--- config.mk ---
export PLATFORM = sky130hd
export DESIGN_NAME = ahb2apb_apb_master_flat
export DESIGN_NICKNAME = d
export VERILOG_FILES = /design/src/rtl/ahb2apb_pkg.sv /design/src/rtl/ahb2apb_apb_master_if.sv /design/src/rtl/ahb2apb_apb_timeout.sv /design/src/rtl/ahb2apb_apb_master.sv /design/src/flat_wrapper.sv
export SDC_FILE = /design/constraint.sdc
export NUM_CORES = 1
export LEC_CHECK = 0
export ABC_AREA = 0
export BUFFER_PORTS_ARGS = -buffer_cell sky130_fd_sc_hd__buf_2
export CAP_MARGIN = 10
export CORE_MARGIN = 2
export CORE_UTILIZATION = 50
export DETAILED_ROUTE_END_ITERATION = 10
export PLACE_DENSITY = 0.85
export SYNTH_ARGS = -nofsm -noshare
export SYNTH_HDL_FRONTEND = slang
export SYNTH_SLANG_ARGS = --single-unit
--- constraint.sdc ---
create_clock -name clk -period 5.5 [get_ports clk]
set_input_delay 0.55 -clock clk [delete_from_list [all_inputs] [get_ports clk]]
set_output_delay 0.55 -clock clk [all_outputs]
set_load 0.01 [all_outputs]
--- src/rtl/ahb2apb_pkg.sv ---
`default_nettype none
// ============================================================================
//  Module      : ahb2apb_pkg
//  Description : Shared types and widths for the AHB-to-APB bridge halves.
//  Revision    : 1.0 - initial release
// ============================================================================
package ahb2apb_pkg;

  localparam int PKG_AW = 32;
  localparam int PKG_DW = 32;
  localparam int CMD_W  = 1 + PKG_AW + PKG_DW;
  localparam int RSP_W  = 1 + PKG_DW;

  typedef enum logic [1:0] {
    ST_IDLE   = 2'd0,
    ST_SETUP  = 2'd1,
    ST_ACCESS = 2'd2,
    ST_RESP   = 2'd3
  } apb_state_e;

  typedef struct packed {
    logic              write;
    logic [PKG_AW-1:0] addr;
    logic [PKG_DW-1:0] wdata;
  } cmd_t;

  typedef struct packed {
    logic              slverr;
    logic [PKG_DW-1:0] rdata;
  } rsp_t;

  // PSEL is asserted for both phases of an APB transfer.
  function automatic logic apb_phase_active(apb_state_e s);
    return (s == ST_SETUP) || (s == ST_ACCESS);
  endfunction

endpackage
`default_nettype wire

--- src/rtl/ahb2apb_apb_master_if.sv ---
`default_nettype none
// ============================================================================
//  Module      : ahb2apb_apb_master_if
//  Description : FIFO-side and APB3 signal bundle of the bridge APB master.
//  Revision    : 1.0 - initial release
// ============================================================================
interface ahb2apb_apb_master_if #(
  parameter int AW = 32,
  parameter int DW = 32
);
  logic          cmd_rempty_i;
  logic [AW+DW:0] cmd_rdata_i;
  logic          cmd_rfifo_o;
  logic          rsp_wfull_i;
  logic          rsp_wfifo_o;
  logic [DW:0]   rsp_wdata_o;
  logic [AW-1:0] paddr_o;
  logic          pwrite_o;
  logic [DW-1:0] pwdata_o;
  logic          psel_o;
  logic          penable_o;
  logic [DW-1:0] prdata_i;
  logic          pready_i;
  logic          pslverr_i;
  logic          busy_o;

  modport master (
    input  cmd_rempty_i, cmd_rdata_i, rsp_wfull_i, prdata_i, pready_i, pslverr_i,
    output cmd_rfifo_o, rsp_wfifo_o, rsp_wdata_o, paddr_o, pwrite_o, pwdata_o,
           psel_o, penable_o, busy_o
  );

  modport slave (
    output cmd_rempty_i, cmd_rdata_i, rsp_wfull_i, prdata_i, pready_i, pslverr_i,
    input  cmd_rfifo_o, rsp_wfifo_o, rsp_wdata_o, paddr_o, pwrite_o, pwdata_o,
           psel_o, penable_o, busy_o
  );
endinterface
`default_nettype wire

--- src/rtl/ahb2apb_apb_timeout.sv ---
`default_nettype none
// ============================================================================
//  Module      : ahb2apb_apb_timeout
//  Description : Counts APB wait cycles; flags the cycle that reaches TO_CYC.
//  Revision    : 1.0 - initial release
// ============================================================================
module ahb2apb_apb_timeout #(
  parameter int TO_CYC = 256
) (
  input  logic clk,
  input  logic rst,
  input  logic en_i,
  input  logic clr_i,
  output logic expired_o
);

  generate
    if (TO_CYC > 0) begin : g_timer
      localparam int CW = (TO_CYC > 1) ? $clog2(TO_CYC) : 1;

      logic [CW-1:0] cnt_q, cnt_d;

      always_comb begin
        cnt_d = cnt_q;
        if (clr_i) begin
          cnt_d = '0;
        end else if (en_i) begin
          cnt_d = cnt_q + CW'(1);
        end
      end

      always_ff @(posedge clk or posedge rst) begin
        if (rst) begin
          cnt_q <= '0;
        end else begin
          cnt_q <= cnt_d;
        end
      end

      // Fires during the TO_CYC-th waiting cycle so ACCESS lasts exactly TO_CYC cycles.
      assign expired_o = en_i && (cnt_q == CW'(TO_CYC - 1));
    end else begin : g_no_timer
      logic unused_ok;
      assign unused_ok = clk ^ rst ^ en_i ^ clr_i;
      assign expired_o = 1'b0;
    end
  endgenerate

endmodule
`default_nettype wire

--- src/rtl/ahb2apb_apb_master.sv ---
`default_nettype none
// ============================================================================
//  Module      : ahb2apb_apb_master
//  Description : Pops bridge commands, runs one APB3 transfer each, pushes a response.
//  Revision    : 1.0 - initial release
// ============================================================================
module ahb2apb_apb_master
  import ahb2apb_pkg::*;
#(
  parameter int AW     = 32,
  parameter int DW     = 32,
  parameter int TO_CYC = 256
) (
  input  logic                 clk,
  input  logic                 rst,
  ahb2apb_apb_master_if.master bus
);

  apb_state_e    state_q, state_d;
  logic [AW-1:0] paddr_q, paddr_d;
  logic          pwrite_q, pwrite_d;
  logic [DW-1:0] pwdata_q, pwdata_d;
  logic [DW:0]   rsp_q, rsp_d;
  logic          cmd_take;
  logic          to_en;
  logic          to_clr;
  logic          to_expired;

  assign cmd_take = (state_q == ST_IDLE) && !bus.cmd_rempty_i;

  // Only wait cycles count; a same-cycle PREADY therefore always wins over the timeout.
  assign to_en  = (state_q == ST_ACCESS) && !bus.pready_i;
  assign to_clr = (state_d != ST_ACCESS);

  ahb2apb_apb_timeout #(
    .TO_CYC (TO_CYC)
  ) u_timeout (
    .clk       (clk),
    .rst       (rst),
    .en_i      (to_en),
    .clr_i     (to_clr),
    .expired_o (to_expired)
  );

  always_ff @(posedge clk or posedge rst) begin
    if (rst) begin
      state_q <= ST_IDLE;
    end else begin
      state_q <= state_d;
    end
  end

  always_comb begin
    state_d = state_q;
    case (state_q)
      ST_IDLE:   if (!bus.cmd_rempty_i) state_d = ST_SETUP;
      ST_SETUP:  state_d = ST_ACCESS;
      ST_ACCESS: if (bus.pready_i || to_expired) state_d = ST_RESP;
      ST_RESP:   if (!bus.rsp_wfull_i) state_d = ST_IDLE;
      default:   state_d = ST_IDLE;
    endcase
  end

  always_comb begin
    paddr_d  = paddr_q;
    pwrite_d = pwrite_q;
    pwdata_d = pwdata_q;
    rsp_d    = rsp_q;
    if (cmd_take) begin
      {pwrite_d, paddr_d, pwdata_d} = bus.cmd_rdata_i;
    end
    if (state_q == ST_ACCESS) begin
      if (bus.pready_i) begin
        rsp_d = {bus.pslverr_i, (pwrite_q ? {DW{1'b0}} : bus.prdata_i)};
      end else if (to_expired) begin
        rsp_d = {1'b1, {DW{1'b0}}};
      end
    end
  end

  always_ff @(posedge clk or posedge rst) begin
    if (rst) begin
      paddr_q  <= '0;
      pwrite_q <= 1'b0;
      pwdata_q <= '0;
      rsp_q    <= '0;
    end else begin
      paddr_q  <= paddr_d;
      pwrite_q <= pwrite_d;
      pwdata_q <= pwdata_d;
      rsp_q    <= rsp_d;
    end
  end

  // The pop is gated by rst so nothing leaves the FIFO while reset is held.
  always_comb begin
    bus.cmd_rfifo_o = cmd_take && !rst;
    bus.psel_o      = apb_phase_active(state_q);
    bus.penable_o   = (state_q == ST_ACCESS);
    bus.rsp_wfifo_o = (state_q == ST_RESP) && !bus.rsp_wfull_i;
    bus.busy_o      = (state_q != ST_IDLE);
    bus.paddr_o     = paddr_q;
    bus.pwrite_o    = pwrite_q;
    bus.pwdata_o    = pwdata_q;
    bus.rsp_wdata_o = rsp_q;
  end

endmodule
`default_nettype wire

--- src/flat_wrapper.sv ---
// flat-port wrapper written by rule: the top's interface ports become plain ports
module ahb2apb_apb_master_flat import ahb2apb_pkg::*;
#(
  parameter int AW     = 32,
  parameter int DW     = 32,
  parameter int TO_CYC = 256
)
  (clk, rst, bus_cmd_rempty_i, bus_cmd_rdata_i, bus_rsp_wfull_i, bus_prdata_i, bus_pready_i, bus_pslverr_i, bus_cmd_rfifo_o, bus_rsp_wfifo_o, bus_rsp_wdata_o, bus_paddr_o, bus_pwrite_o, bus_pwdata_o, bus_psel_o, bus_penable_o, bus_busy_o);
  ahb2apb_apb_master_if #(.AW(AW), .DW(DW)) bus_i ();
  input  logic clk;
  input  logic rst;
  input wire logic [$bits(bus_i.cmd_rempty_i)-1:0] bus_cmd_rempty_i;
  input wire logic [$bits(bus_i.cmd_rdata_i)-1:0] bus_cmd_rdata_i;
  input wire logic [$bits(bus_i.rsp_wfull_i)-1:0] bus_rsp_wfull_i;
  input wire logic [$bits(bus_i.prdata_i)-1:0] bus_prdata_i;
  input wire logic [$bits(bus_i.pready_i)-1:0] bus_pready_i;
  input wire logic [$bits(bus_i.pslverr_i)-1:0] bus_pslverr_i;
  output wire logic [$bits(bus_i.cmd_rfifo_o)-1:0] bus_cmd_rfifo_o;
  output wire logic [$bits(bus_i.rsp_wfifo_o)-1:0] bus_rsp_wfifo_o;
  output wire logic [$bits(bus_i.rsp_wdata_o)-1:0] bus_rsp_wdata_o;
  output wire logic [$bits(bus_i.paddr_o)-1:0] bus_paddr_o;
  output wire logic [$bits(bus_i.pwrite_o)-1:0] bus_pwrite_o;
  output wire logic [$bits(bus_i.pwdata_o)-1:0] bus_pwdata_o;
  output wire logic [$bits(bus_i.psel_o)-1:0] bus_psel_o;
  output wire logic [$bits(bus_i.penable_o)-1:0] bus_penable_o;
  output wire logic [$bits(bus_i.busy_o)-1:0] bus_busy_o;
  assign bus_i.cmd_rempty_i = bus_cmd_rempty_i;
  assign bus_i.cmd_rdata_i = bus_cmd_rdata_i;
  assign bus_i.rsp_wfull_i = bus_rsp_wfull_i;
  assign bus_i.prdata_i = bus_prdata_i;
  assign bus_i.pready_i = bus_pready_i;
  assign bus_i.pslverr_i = bus_pslverr_i;
  assign bus_cmd_rfifo_o = bus_i.cmd_rfifo_o;
  assign bus_rsp_wfifo_o = bus_i.rsp_wfifo_o;
  assign bus_rsp_wdata_o = bus_i.rsp_wdata_o;
  assign bus_paddr_o = bus_i.paddr_o;
  assign bus_pwrite_o = bus_i.pwrite_o;
  assign bus_pwdata_o = bus_i.pwdata_o;
  assign bus_psel_o = bus_i.psel_o;
  assign bus_penable_o = bus_i.penable_o;
  assign bus_busy_o = bus_i.busy_o;
  ahb2apb_apb_master #(.AW(AW), .DW(DW), .TO_CYC(TO_CYC)) u_core (.clk(clk), .rst(rst), .bus(bus_i));
endmodule
==> flow_metrics.py, run 1 <==
metrics = {
    "clocking": {
        "cts_tree": "done",
        "clkSlewWorstSetupHoldPaths_ns": 0.11,
        "ctsHoldBuffers": 0,
        "cts_root_buf": "clkbuf_8",
        "post_cts_resized": 0,
        "worstSkewPairLatency_ns": 0.37,
        "cts_made_buffers": 9,
        "cts.sinks": 108,
        "cts_setup_buffers": 0,
        "cts_max_path_buffers": 2,
        "h-tree-depth": 3,
    },
    "routing": {
        "drc": 0,
        "firstDrtPassIters": 4,
        "wl_per_cell_um": 15.3,
        "vias": 3326,
        "ant_nets": 0,
        "viasPerCell": 5.03,
        "drt_iter0_drc": 95,
        "routed_wl_um": 10100,
    },
    "sta": {
        "worst_pin_slew_ns": 1.10,
        "finalMaxSlewViolations": 0,
        "fin_crit_sh": 0.421,
        "setup_tns_ns": 0,
        "skew_ns": 0.0173,
        "hold_violations": 0,
        "period_minus_slack_ns": 2.31,
        "relSlewSlack": 0.265,
        "rsz0062_at_grt": "false",
        "max_freq_mhz": 432,
        "setup_violations": 0,
    },
    "setup_path": {
        "crit_arrival_ns": 2.60,
        "startpoint_type": "flip-flop",
        "cp_max_fo": 33,
        "reg2reg_depth": 6,
        "required_ns": 5.79,
        "r2r_setup_slack_ns": 3.19,
        "cp-end-kind": "flip-flop",
        "rr_endpoint": "u_core.u_timeout.g_timer.cnt_q[7]",
        "path_class": "flip-flop to flip-flop",
        "rr_startpoint": "u_core.state_q[0]",
    },
    "power_and_ir_drop": {
        "power.density_mw_per_mm2": 551,
        "finalPower_mw": 3.12,
        "p_int_mw": 1.95,
        "share_comb_of_total_power": 0.423,
        "power.leakage_nw": 3.01,
        "pwr-share-clk": 0.150,
        "peakVddDrop_mv": 0.429,
        "netSwitchingFraction": 0.375,
        "power_switching_mw": 1.17,
        "power.share.sequential": 0.427,
    },
    "logic_synthesis": {
        "synth-edff-count": 0,
        "synth_top_area_share": 0.617,
        "synthTopCellsByArea": "dfrtp_1, mux2_2, nand2_1, nand3_1, ha_1",
        "post-synth-top-count-cell": "dfrtp_1",
        "synth_top_area_cell": "dfrtp_1",
        "synth_common_cells": "dfrtp_1, nand2_1, mux2_2",
        "synthFlopType": "dfrtp_1",
        "avgSynthCellArea_um2": 12.7,
        "syn-num-nets": 455,
        "synthCells": 346,
        "yosysSeqAreaShare": 0.617,
        "netlist_area_mm2": 0.00438,
        "yosysWarnings": 0,
        "ys_ff_latch": 108,
        "ys_async_sr_fraction": 1.00,
        "synthDistinctLibCells": 29,
    },
    "placed_design": {
        "io_buffers": 205,
        "gp_congestion": 0.815,
        "hpwl_um": 7470,
    },
    "floorplanning": {
        "initial_utilization": 0.510,
        "rows": 34,
        "io-pin-count": 206,
        "fp.dieH_um": 97.6,
        "die_x_um": 97.6,
        "core_mm2": 0.00859,
        "die-area_mm2": 0.00953,
    },
    "global_routing": {
        "grt-ovfl-total": 0,
        "grt_pass1_vias": 3296,
        "grt_max_degree": 89,
        "antenna_found_initial": 0,
        "grt_first_pass_wirelength_um": 16300,
        "grtUsageTotal": 0.214,
    },
    "finish": {
        "nFillCells": 687,
        "final_layout_size_suffix_gt1_frac": 0.537,
        "area_growth_pct": 29.2,
        "nNetsFinal": 657,
        "n_antenna_cell": 0,
    },
    "min_path": {
        "worstHoldPathType": "primary input to asynchronous set/reset pin",
    },
    "status": {
        "outcome": "finished clean",
    },
    "job": {
        "max-cap-violations": 0,
    },
}
-- state kept, by name, indices dropped and copies added, names as in the netlist --
signal	count
u_core.bus.pwrite_o	1
u_core.bus.rsp_wdata_o	33
u_core.bus.pwdata_o	32
u_core.bus.paddr_o	32
u_core.u_timeout.g_timer.cnt_q	8
u_core.state_q	2
-- area by class of cell --
cell class	count	area, µm²	area share
clock buffers	9	124	0.0219
clock inverters	7	67.6	0.0119
inverters	5	21.3	0.00376
multi-input cells	215	1550	0.274
flip-flops and latches	108	2700	0.477
well taps	108	135	0.0239
repair buffers	209	1060	0.188
-- power by group through the flow --
stage	sequential [mW]	clock (mW)	combinational, mW
global route	1.38	0.519	1.43
detailed placement	1.35	0	1.33
floorplan	1.51	0	0.629
CTS	1.33	0.479	1.33
finish	1.33	0.469	1.32
global placement	1.33	0	1.28
-- per-layer routing --
metal | vias up | part of all wire | GRT usage
li1 | 1561 | - | -
met1 | 1603 | 0.42 | 0.274
met2 | 147 | 0.49 | 0.361
met3 | 15 | 0.070 | 0.0590
met4 | 0 | 0.021 | 0.0556
met5 | - | 0 | 0
-- layout by cell type, fill, tap and decap left out, drive strengths merged --
| cell | Yosys | layout |
|---|---|---|
| a21oi | 1 | 1 |
| a211oi | 1 | 1 |
| a32oi | 1 | 1 |
| nand2 | 69 | 69 |
| xnor2 | 1 | 1 |
| nor3 | 1 | 1 |
| a22o | 1 | 1 |
| nor2 | 12 | 12 |
| ha | 6 | 6 |
| nand3 | 34 | 34 |
| mux2i | 1 | 1 |
| and4b | 1 | 1 |
| and3 | 1 | 1 |
| dfrtp | 108 | 108 |
| nand2b | 1 | 1 |
| and4 | 2 | 2 |
| nand4 | 3 | 3 |
| inv | 5 | 9 |
| clkbuf | 4 | 9 |
| mux2 | 66 | 66 |
| o22a | 1 | 1 |
| xor2 | 6 | 6 |
| buf | 14 | 209 |
| o2111ai | 1 | 1 |
| nor2b | 4 | 4 |
| clkinv | 0 | 3 |
| a21boi | 1 | 1 |
-- through the flow --
| stage | util | setup slack [ns] | cells | instance area (µm²) | hold slack [ns] |
|---|---|---|---|---|---|
| floorplan | - | 2.10 | 346 | 4380 | 0.498 |
| global placement | 0.635 | 3.14 | 644 | 5460 | 0.446 |
| detailed placement | 0.635 | 2.99 | 644 | 5460 | 0.454 |
| CTS | 0.657 | 2.98 | 660 | 5650 | 0.115 |
| global route | 0.659 | 3.01 | 661 | 5660 | 0.109 |
| finish | 0.659 | 3.19 | 661 | 5660 | 0.121 |
-- worst max path at each step --
stage | from | to | slack (ns) | cells past startpoint
after floorplan | rst | u_core.bus.paddr_o[0] | 2.10 | 1
after detailed placement | u_core.state_q[0] | u_core.bus.rsp_wdata_o[13] | 2.99 | 6
after CTS | u_core.state_q[0] | u_core.bus.rsp_wdata_o[14] | 2.98 | 6
after global routing | u_core.state_q[0] | u_core.u_timeout.g_timer.cnt_q[3] | 3.01 | 6
final | u_core.state_q[0] | u_core.u_timeout.g_timer.cnt_q[7] | 3.19 | 6
after global placement | u_core.state_q[0] | u_core.bus.rsp_wdata_o[8] | 3.14 | 6
-- worst max-delay path, stage by stage, from the launching register on --
cell and delay [ns]:
dfrtp_1 0.42, inv_1 0.14, ha_1 0.30, and4_4 0.24
a21boi_4 0.71, o2111ai_4 0.30, nor2_1 0.16
-- logic make-up after synthesis --
logic type               Yosys count  synth area share
flip-flops                       108             0.617
AND/OR/NAND/NOR                  128             0.129
multiplexers                      67             0.172
buffers and inverters             23            0.0323
AO/OA/AOI/OAI                      7            0.0191
adder cells (fa/ha/maj)            6            0.0171
XOR/XNOR                           7            0.0140
Power figures use the tool's default switching activity.
==> inputs of run 2 (changes only) <==
--- a/config.mk
+++ b/config.mk
@@ -9,9 +9,9 @@
 export BUFFER_PORTS_ARGS = -buffer_cell sky130_fd_sc_hd__buf_2
 export CAP_MARGIN = 10
 export CORE_MARGIN = 2
-export CORE_UTILIZATION = 50
+export CORE_UTILIZATION = 46
 export DETAILED_ROUTE_END_ITERATION = 10
-export PLACE_DENSITY = 0.85
+export PLACE_DENSITY = 0.79
 export SYNTH_ARGS = -nofsm -noshare
 export SYNTH_HDL_FRONTEND = slang
 export SYNTH_SLANG_ARGS = --single-unit
==> constraint.sdc (replaced) <==
create_clock -name clk -period 2.4 [get_ports clk]
set_input_delay 0.24 -clock clk [delete_from_list [all_inputs] [get_ports clk]]
set_output_delay 0.24 -clock clk [all_outputs]
set_load 0.01 [all_outputs]
==> run 2 against run 1 <==
  * Die area rose by 8.3%
  * Cell area rose by 2.0%
  * Via count hardly changed
  * Register-to-register slack lost 2.7 ns
  * Combinational power rose by 130%
  * Routed wire length decreased by 1.8%
  * Critical path depth grew 1
  * Cell count up 4.7%
  * Clock power increased by 120%
  * Non-clock buffer count increased by 10
  * First-iteration DRC count up 6.3%
  * Worst setup slack worse by 2.7 ns
==> flow_metrics.py, run 2 (synthesized netlist as in run 1, its figures left out) <==
metrics = {
    "floorplanning": {
        "die-area_mm2": 0.0103,
        "core_mm2": 0.00924,
        "rows": 35,
        "io-pin-count": 206,
        "fp.dieH_um": 102,
        "die_x_um": 102,
        "initial_utilization": 0.474,
    },
    "finish": {
        "n_antenna_cell": 0,
        "final_layout_size_suffix_gt1_frac": 0.544,
        "nNetsFinal": 667,
        "largest_reg_flops": 33,
        "fin_util": 0.625,
        "layout.cells.non_filler": 692,
        "multiInputGateArea_mm2": 0.00155,
        "seq_area_mm2": 0.00270,
        "layout_common_cells": "buf_2, dfrtp_1, nand2_1",
        "layout_commonest_cell": "buf_2",
        "nFillCells": 747,
        "area_growth_pct": 31.7,
    },
    "routing": {
        "drt_iter0_drc": 101,
        "ant_nets": 0,
        "vias": 3328,
        "routed_wl_um": 9960,
        "firstDrtPassIters": 7,
        "viasPerCell": 4.81,
        "wl_per_cell_um": 14.4,
        "drc": 0,
    },
    "sta": {
        "hold_violations": 0,
        "finalMaxSlewViolations": 0,
        "skew_ns": 0.0141,
        "worst_pin_slew_ns": 0.460,
        "timing.final.ws_setup_ns": 0.441,
        "max_freq_mhz": 510,
        "period_minus_slack_ns": 1.96,
        "setup_tns_ns": 0,
        "fin_crit_sh": 0.816,
        "whs_ns": 0.0865,
        "rsz0062_at_grt": "false",
        "relSlewSlack": 0.693,
        "setup_violations": 0,
    },
    "clocking": {
        "clkSlewWorstSetupHoldPaths_ns": 0.11,
        "worstSkewPairLatency_ns": 0.36,
        "cts_max_path_buffers": 2,
        "h-tree-depth": 3,
        "cts_setup_buffers": 0,
        "cts_made_buffers": 9,
        "cts_root_buf": "clkbuf_8",
        "cts_tree": "done",
        "cts.sinks": 108,
    },
    "setup_path": {
        "cpMostUsedCell": "nand2_1",
        "cp.buffers_inverters": 2,
        "cp-end-kind": "flip-flop",
        "crit_arrival_ns": 2.26,
        "path_class": "flip-flop to flip-flop",
        "required_ns": 2.70,
        "critPathTopFamily": "buffers and inverters",
        "crit_chain": "inv_1 > ha_1 > and4_4 > a21boi_4 > buf_4 > nand2_1 > nand2_1",
        "rr_startpoint": "u_core.state_q[0]",
        "startpoint_type": "flip-flop",
        "cp_max_fo": 27,
        "cp_slowest_cell": "dfrtp_1",
        "critPathMaxStageDelay_ns": 0.41,
        "cp-startpoint": "u_core.state_q[0]",
    },
    "placed_design": {
        "dpl_worst_slack_ns": 0.445,
        "gp_congestion": 0.826,
        "placed_cells": 675,
        "hpwl_um": 7520,
        "io_buffers": 205,
    },
    "global_routing": {
        "grt_max_degree": 59,
        "grt_pass1_vias": 3295,
        "grt_first_pass_wirelength_um": 15300,
        "grt-ovfl-total": 0,
        "grtUsageTotal": 0.187,
        "antenna_found_initial": 0,
    },
    "power_and_ir_drop": {
        "pwr-share-clk": 0.147,
        "netSwitchingFraction": 0.369,
        "power.density_mw_per_mm2": 1240,
        "power_switching_mw": 2.64,
        "power.share.sequential": 0.427,
        "power.leakage_nw": 3.06,
        "peakVddDrop_mv": 0.611,
        "p_int_mw": 4.52,
        "share_comb_of_total_power": 0.426,
    },
    "min_path": {
        "worstHoldPathType": "primary input to flip-flop",
        "min_from": "bus_prdata_i[7]",
    },
    "job": {
        "max-cap-violations": 0,
    },
    "status": {
        "outcome": "finished clean",
    },
}
==> run 2: cell type report <==
type / count / share of cell area
clock buffers: 9 / 0.0215
clock inverters: 7 / 0.00975
inverters: 5 / 0.00390
multi-input cells: 215 / 0.268
flip-flops and latches: 108 / 0.468
well taps: 129 / 0.0280
repair buffers: 219 / 0.201
==> run 2: worst min-delay path, cell delays in order <==
cell	delay, ns
buf_2	0.08
nand3_1	0.05
nand2_1	0.06
==> run 2: worst paths after layout <==
check	cells after the start	slack, ns	end
worst max-delay path	7	0.44	u_core.bus.rsp_wdata_o[11]
worst min-delay path	3	0.09	u_core.bus.rsp_wdata_o[7]
worst max register to register	7	0.44	u_core.bus.rsp_wdata_o[11]
worst min register to register	2	0.47	u_core.bus.rsp_wdata_o[5]
max in group asynchronous	4	1.26	u_core.bus.paddr_o[5]
min in group asynchronous	3	0.38	u_core.bus.paddr_o[12]
==> run 2: layer usage <==
layer  GRT usage  vias to the layer above  wire (µm)
li1            -                     1584          -
met5           0                        -          0
met1       0.231                     1585       4040
met4      0.0717                        0        193
met3      0.0428                       22        732
met2       0.318                      137       5000
==> run 2: per-stage QoR <==
stage                     cell area (µm²)  power, mW
after floorplan                      4390       4.91
after global placement               5580       6.05
after detailed placement             5580       6.20
after CTS                            5770       7.26
after global routing                 5770       7.67
final                                5770       7.16
==> run 2: power by group through the flow <==
stage                     logic [mW]  registers (mW)  clock network, mW
after floorplan                 1.44            3.47                  0
after global placement          2.99            3.06                  0
after detailed placement        3.10            3.10                  0
after CTS                       3.10            3.06               1.09
after global routing            3.35            3.17               1.15
final                           3.05            3.05               1.05
==> run 2: what timing repair did <==
item / 4_1_cts / 5_1_grt
gates resized for setup: 0 / 0
hold endpoints to repair: 12 / 0
setup endpoints to repair: 0 / 0
hold buffers: 1 / 0
